===== config.mk =====
export PLATFORM = sky130hd
export DESIGN_NAME = master_port
export DESIGN_NICKNAME = d
export VERILOG_FILES = /design/src/rtl/master_port.sv
export SDC_FILE = /design/constraint.sdc
export NUM_CORES = 1
export LEC_CHECK = 0
export ABC_CLOCK_PERIOD_IN_PS = 2800
export CAP_MARGIN = 5
export CORE_MARGIN = 3
export CORE_UTILIZATION = 30
export DETAILED_ROUTE_END_ITERATION = 8
export SETUP_SLACK_MARGIN = 0.05
export SLEW_MARGIN = 10
export SYNTH_ARGS = -nofsm -noshare
export SYNTH_HDL_FRONTEND = slang
export SYNTH_SLANG_ARGS = --single-unit

===== constraint.sdc =====
create_clock -name CLK -period 2.8 [get_ports CLK]
set_input_delay 0.28 -clock CLK [delete_from_list [all_inputs] [get_ports CLK]]
set_output_delay 0.28 -clock CLK [all_outputs]
set_load 0.01 [all_outputs]

===== src/rtl/master_port.sv =====
`timescale 1ns/1ps
// Serial bus master: accepts one user request and sends start, address and
// write data LSB first. It then waits for the slave ACK and, for reads, shifts in 8 data bits.
module master_port #(
  parameter int TIMEOUT = 16
) (
  input  logic        CLK,
  input  logic        RSTN,
  input  logic        M_REQ,
  input  logic        M_RW,
  input  logic [11:0] M_ADDR,
  input  logic [7:0]  M_DIN,
  output logic        M_BUSY,
  output logic        M_DONE,
  output logic [7:0]  M_DOUT,
  output logic        M_ERR,
  output logic        B_VALID,
  output logic        B_RW,
  output logic        B_BUS_OUT,
  input  logic        B_BUS_IN,
  input  logic        B_ACK,
  input  logic        B_SBSY
);

  localparam logic [2:0] S_IDLE  = 3'd0;
  localparam logic [2:0] S_START = 3'd1;
  localparam logic [2:0] S_ADDR  = 3'd2;
  localparam logic [2:0] S_WDATA = 3'd3;
  localparam logic [2:0] S_WAIT  = 3'd4;
  localparam logic [2:0] S_RDATA = 3'd5;
  localparam logic [2:0] S_DONE  = 3'd6;

  localparam logic [7:0] TO_LAST = 8'(TIMEOUT - 1);

  logic [2:0]  state;
  logic        rw_q;
  logic [11:0] addr_q;
  logic [7:0]  din_q;
  logic [3:0]  bit_cnt;
  logic [7:0]  to_cnt;
  logic [7:0]  rx_q;
  logic        err_q;
  logic        ack_ok;
  logic [7:0]  rx_next;

  assign ack_ok  = B_ACK & ~B_SBSY;
  assign rx_next = {B_BUS_IN, rx_q[7:1]};

  always_ff @(posedge CLK or negedge RSTN) begin
    if (!RSTN) begin
      state   <= S_IDLE;
      rw_q    <= 1'b0;
      addr_q  <= '0;
      din_q   <= '0;
      bit_cnt <= '0;
      to_cnt  <= '0;
      rx_q    <= '0;
      err_q   <= 1'b0;
      M_DOUT  <= '0;
    end else begin
      case (state)
        S_IDLE: begin
          if (M_REQ && !B_SBSY) begin
            rw_q   <= M_RW;
            addr_q <= M_ADDR;
            din_q  <= M_DIN;
            err_q  <= 1'b0;
            state  <= S_START;
          end
        end
        S_START: begin
          bit_cnt <= '0;
          state   <= S_ADDR;
        end
        S_ADDR: begin
          if (bit_cnt == 4'd11) begin
            bit_cnt <= '0;
            to_cnt  <= '0;
            state   <= rw_q ? S_WDATA : S_WAIT;
          end else begin
            bit_cnt <= bit_cnt + 4'd1;
          end
        end
        S_WDATA: begin
          if (bit_cnt == 4'd7) begin
            bit_cnt <= '0;
            to_cnt  <= '0;
            state   <= S_WAIT;
          end else begin
            bit_cnt <= bit_cnt + 4'd1;
          end
        end
        // An acknowledge seen on the same edge as the final timeout count still succeeds.
        S_WAIT: begin
          if (ack_ok) begin
            bit_cnt <= '0;
            state   <= rw_q ? S_DONE : S_RDATA;
          end else if (to_cnt == TO_LAST) begin
            err_q <= 1'b1;
            state <= S_DONE;
          end else begin
            to_cnt <= to_cnt + 8'd1;
          end
        end
        S_RDATA: begin
          rx_q <= rx_next;
          if (bit_cnt == 4'd7) begin
            M_DOUT <= rx_next;
            state  <= S_DONE;
          end else begin
            bit_cnt <= bit_cnt + 4'd1;
          end
        end
        S_DONE: begin
          err_q <= 1'b0;
          state <= S_IDLE;
        end
        default: state <= S_IDLE;
      endcase
    end
  end

  always_comb begin
    M_BUSY    = (state != S_IDLE);
    M_DONE    = (state == S_DONE);
    M_ERR     = (state == S_DONE) & err_q;
    B_VALID   = (state == S_START) || (state == S_ADDR) || (state == S_WDATA) ||
                (state == S_WAIT) || (state == S_RDATA);
    B_RW      = B_VALID ? rw_q : 1'b1;
    B_BUS_OUT = 1'b0;
    case (state)
      S_START: B_BUS_OUT = 1'b1;
      S_ADDR:  B_BUS_OUT = addr_q[bit_cnt];
      S_WDATA: B_BUS_OUT = din_q[bit_cnt[2:0]];
      default: B_BUS_OUT = 1'b0;
    endcase
  end

endmodule


==> qor.txt <==
post-layout instance area - 3140 sq um
Synthesized Nets - 237
1st-iter DRT viols - 98
average wire per standard cell - 14.2 microns
number of max-slew violations in the final report - 0
synth warn - 0
Logic pwr share - 35.9%
Hold WS - 0.481 ns
Max stage delay cell, worst path - mux4_2
DP HPWL - 3700 microns
DRC viols - 0
Post-synth ARST share - 100%
most used cell, CP - nand2_1
critical path cell sequence - mux4_2 -> mux2i_1 -> nand2_1 -> nand2_1 -> a31oi_1 -> clkdlybuf4s50_1
CTS Buf Count - 5
kind of critical path - reg2out
FF-to-FF End - bit_cnt[2]
H-Tree Depth - 2
Worst Max-Slew Pin Slew - 0.532 ns
Total Power - 2.74 mW
critical path's largest stage delay - 0.52 ns
chip width - 97.8 microns
first-pass GRT wire length - 8440 microns
Layout Skew - 0.00540 ns
Critical Path Source - bit_cnt[1]
routability cong. - 0.834
initial core utilization - 31.7%
most numerous cell in the Yosys netlist - dfrtp_1
Routed WL - 4980 microns
Synth area leaders - dfrtp_1, mux2_2, mux4_2, o21ai_0, nand2_1
Area Overhead vs Synth - 24.3%
Max Cap Viol - 0
crit path max fanout - 9
NetSw - 895 uW
total internal power - 1.84 mW
Vias - 1758
area leader, netlist - dfrtp_1
antenna viol nets, final - 0
sequential power share - 45.4%
Hold WC Path Type - in2async
Leakage - 1.35 nW
mapped cell area - 2530 sq um
# rows - 32
Clk pin slew, worst setup/hold paths - 0.09 ns
Critical Path End Type - output port
Setup WS pre-CTS - 0.515 ns
sequential-to-total area share from yosys stat - 51.5%
Final Hold Fails - 0
flop2flop setup slack - 0.64 ns
Max Root-Sink Buffers - 2
RSZ-0062 raised after global routing - no
reg-to-reg startpoint - state[0]
switching portion of total power - 32.7%
final net count - 278
layout cells sized above 1 - 23.2%
initial antenna violation count - 0
Synth Flop Type - dfrtp_1
fillers - 770
run status - finished clean
Post-CTS Setup Inserts - 0
Cell Pwr Density - 870 nW/um^2
insertion delay to the later sink of the worst-skew pair - 0.30 ns
FF+latch count, synth - 52
Cells after Synth - 208
Clk pwr share - 18.6%
post-synth top area share - 51.5%
EDFF count, synth - 0
reg2reg path depth - 5
Post-synth top cells - dfrtp_1, mux2_2, o21ai_0
First-pass DRT Iterations - 4
grt ovf - 0
VDD IR max - 414 uV
Slew HR - 64.5%
crit path capture - B_BUS_OUT
Setup TNS - 0 ns
DIE AREA - 9570 sq um
IO buf count - 40
CP startpoint kind - flip-flop
# clock sinks - 52
Core ar. - 7970 sq um
WP data arrival - 2.21 ns
Final Cycle Share - 89.1%
total I/O pin count - 41
required time of the worst setup path - 2.52 ns
fin crit period - 2.49 ns
largest net degree at the start of global routing - 31
CTS tree - done
die height - 97.8 microns
Ant. Diodes - 0
Root Driver - clkbuf_8
final setup violation count - 0
Netlist cell types - 43
Mean Syn Cell Area - 12.2 sq um
Vias/cell - 4.99
post-place instance area - 3030 sq um
setup ws final - 0.306 ns
GRT Total Usage - 10.8%
f_max - 0.401 GHz
number of global-route vias before repair - 1726
[sequential cells by signal (all words and copies together), names as in the netlist]
| signal | flops |
|---|---|
| to_cnt | 8 |
| bit_cnt | 4 |
| state | 3 |
| addr_q | 12 |
| err_q | 1 |
| rw_q | 1 |
| din_q | 8 |
| rx_q | 7 |
| M_DOUT | 8 |
[timing repair]
action	CTS	global route
gates resized for setup	0	1
hold buffers	1	0
setup endpoints to repair	0	1
hold endpoints to repair	22	0
[placed cells by master, fill, tap and decap left out, types with 2 or more instances in the layout]
cell and n:
a21oi_1 5, clkbuf_8 5, nor3_1 4, mux4_2 4, nor2b_1 3, o21ai_1 3
and3_1 4, and2_1 2, a31oi_1 4, ha_1 2, o31ai_1 5, mux2_2 37
dfrtp_1 51, nand3b_1 3, nor3b_1 2, nand2_1 11, clkdlybuf4s50_1 39, buf_4 2
nor2_4 2, nor2_1 7, nand2b_1 4, nand3_1 4, a22o_1 2, mux2i_1 3
inv_1 5, nand4_1 2, o21ai_0 13
[final cells by class]
cell class / count / area, sq um / share of cell area (%)
well taps: 102 / 128 / 4.06
flip-flops and latches: 52 / 1300 / 41.4
multi-input cells: 142 / 1170 / 37.1
inverters: 5 / 18.8 / 0.597
repair buffers: 43 / 420 / 13.4
clock inverters: 2 / 35.0 / 1.11
clock buffers: 6 / 72.6 / 2.31
[critical path, delay by kind of cell, from the launching register on]
family                 cells  cell delay [ns]
buffers and inverters      1             0.50
muxes                      2             0.66
and+or+nand+nor            2             0.15
AOI/OAI and AO/OA          1             0.10
DFF                        1             0.50
[cells by family after synthesis]
group / count (synthesis) / share of synthesized area [%]
buf+inv: 14 / 2.38
compound gates: 37 / 9.50
mux: 44 / 21.2
simple gates: 59 / 14.4
fa+ha+maj: 2 / 0.989
flops: 52 / 51.5
[power by group through the flow]
stage / logic, mW / registers, mW / clock network, mW
after global placement: 0.975 / 1.26 / 0
after global routing: 1.10 / 1.29 / 0.549
after floorplan: 0.824 / 1.11 / 0
after detailed placement: 0.992 / 1.26 / 0
after CTS: 0.998 / 1.25 / 0.531
final: 0.983 / 1.24 / 0.509
[per-layer routing]
| metal | up-vias | wire, microns | GRT usage, % | share of wire [%] |
|---|---|---|---|---|
| met3 | 6 | 230 | 2.43 | 4.6 |
| met2 | 43 | 2360 | 17.3 | 47 |
| li1 | 858 | - | - | - |
| met4 | 0 | 63 | 3.51 | 1.3 |
| met5 | - | 0 | 0 | 0 |
| met1 | 851 | 2330 | 14.6 | 47 |
[how the worst min path moves through the flow]
| stage | startpoint | to | slack [ns] | cells past startpoint |
|---|---|---|---|---|
| global placement | RSTN | M_DOUT[2] | 0.29 | 1 |
| global route | to_cnt[7] | to_cnt[7] | 0.51 | 1 |
| finish | RSTN | M_DOUT[2] | 0.48 | 2 |
| detailed placement | RSTN | M_DOUT[2] | 0.29 | 1 |
| floorplan | RSTN | M_DOUT[0] | -0.02 | 0 |
| CTS | RSTN | M_DOUT[2] | 0.50 | 2 |
[through the flow]
step | util (%) | std cells
after floorplan | - | 208
after global placement | 38.0 | 343
after detailed placement | 38.0 | 343
after CTS | 39.4 | 352
after global routing | 39.5 | 352
final | 39.5 | 352
Note: power is estimated with default switching activity, not from simulation.
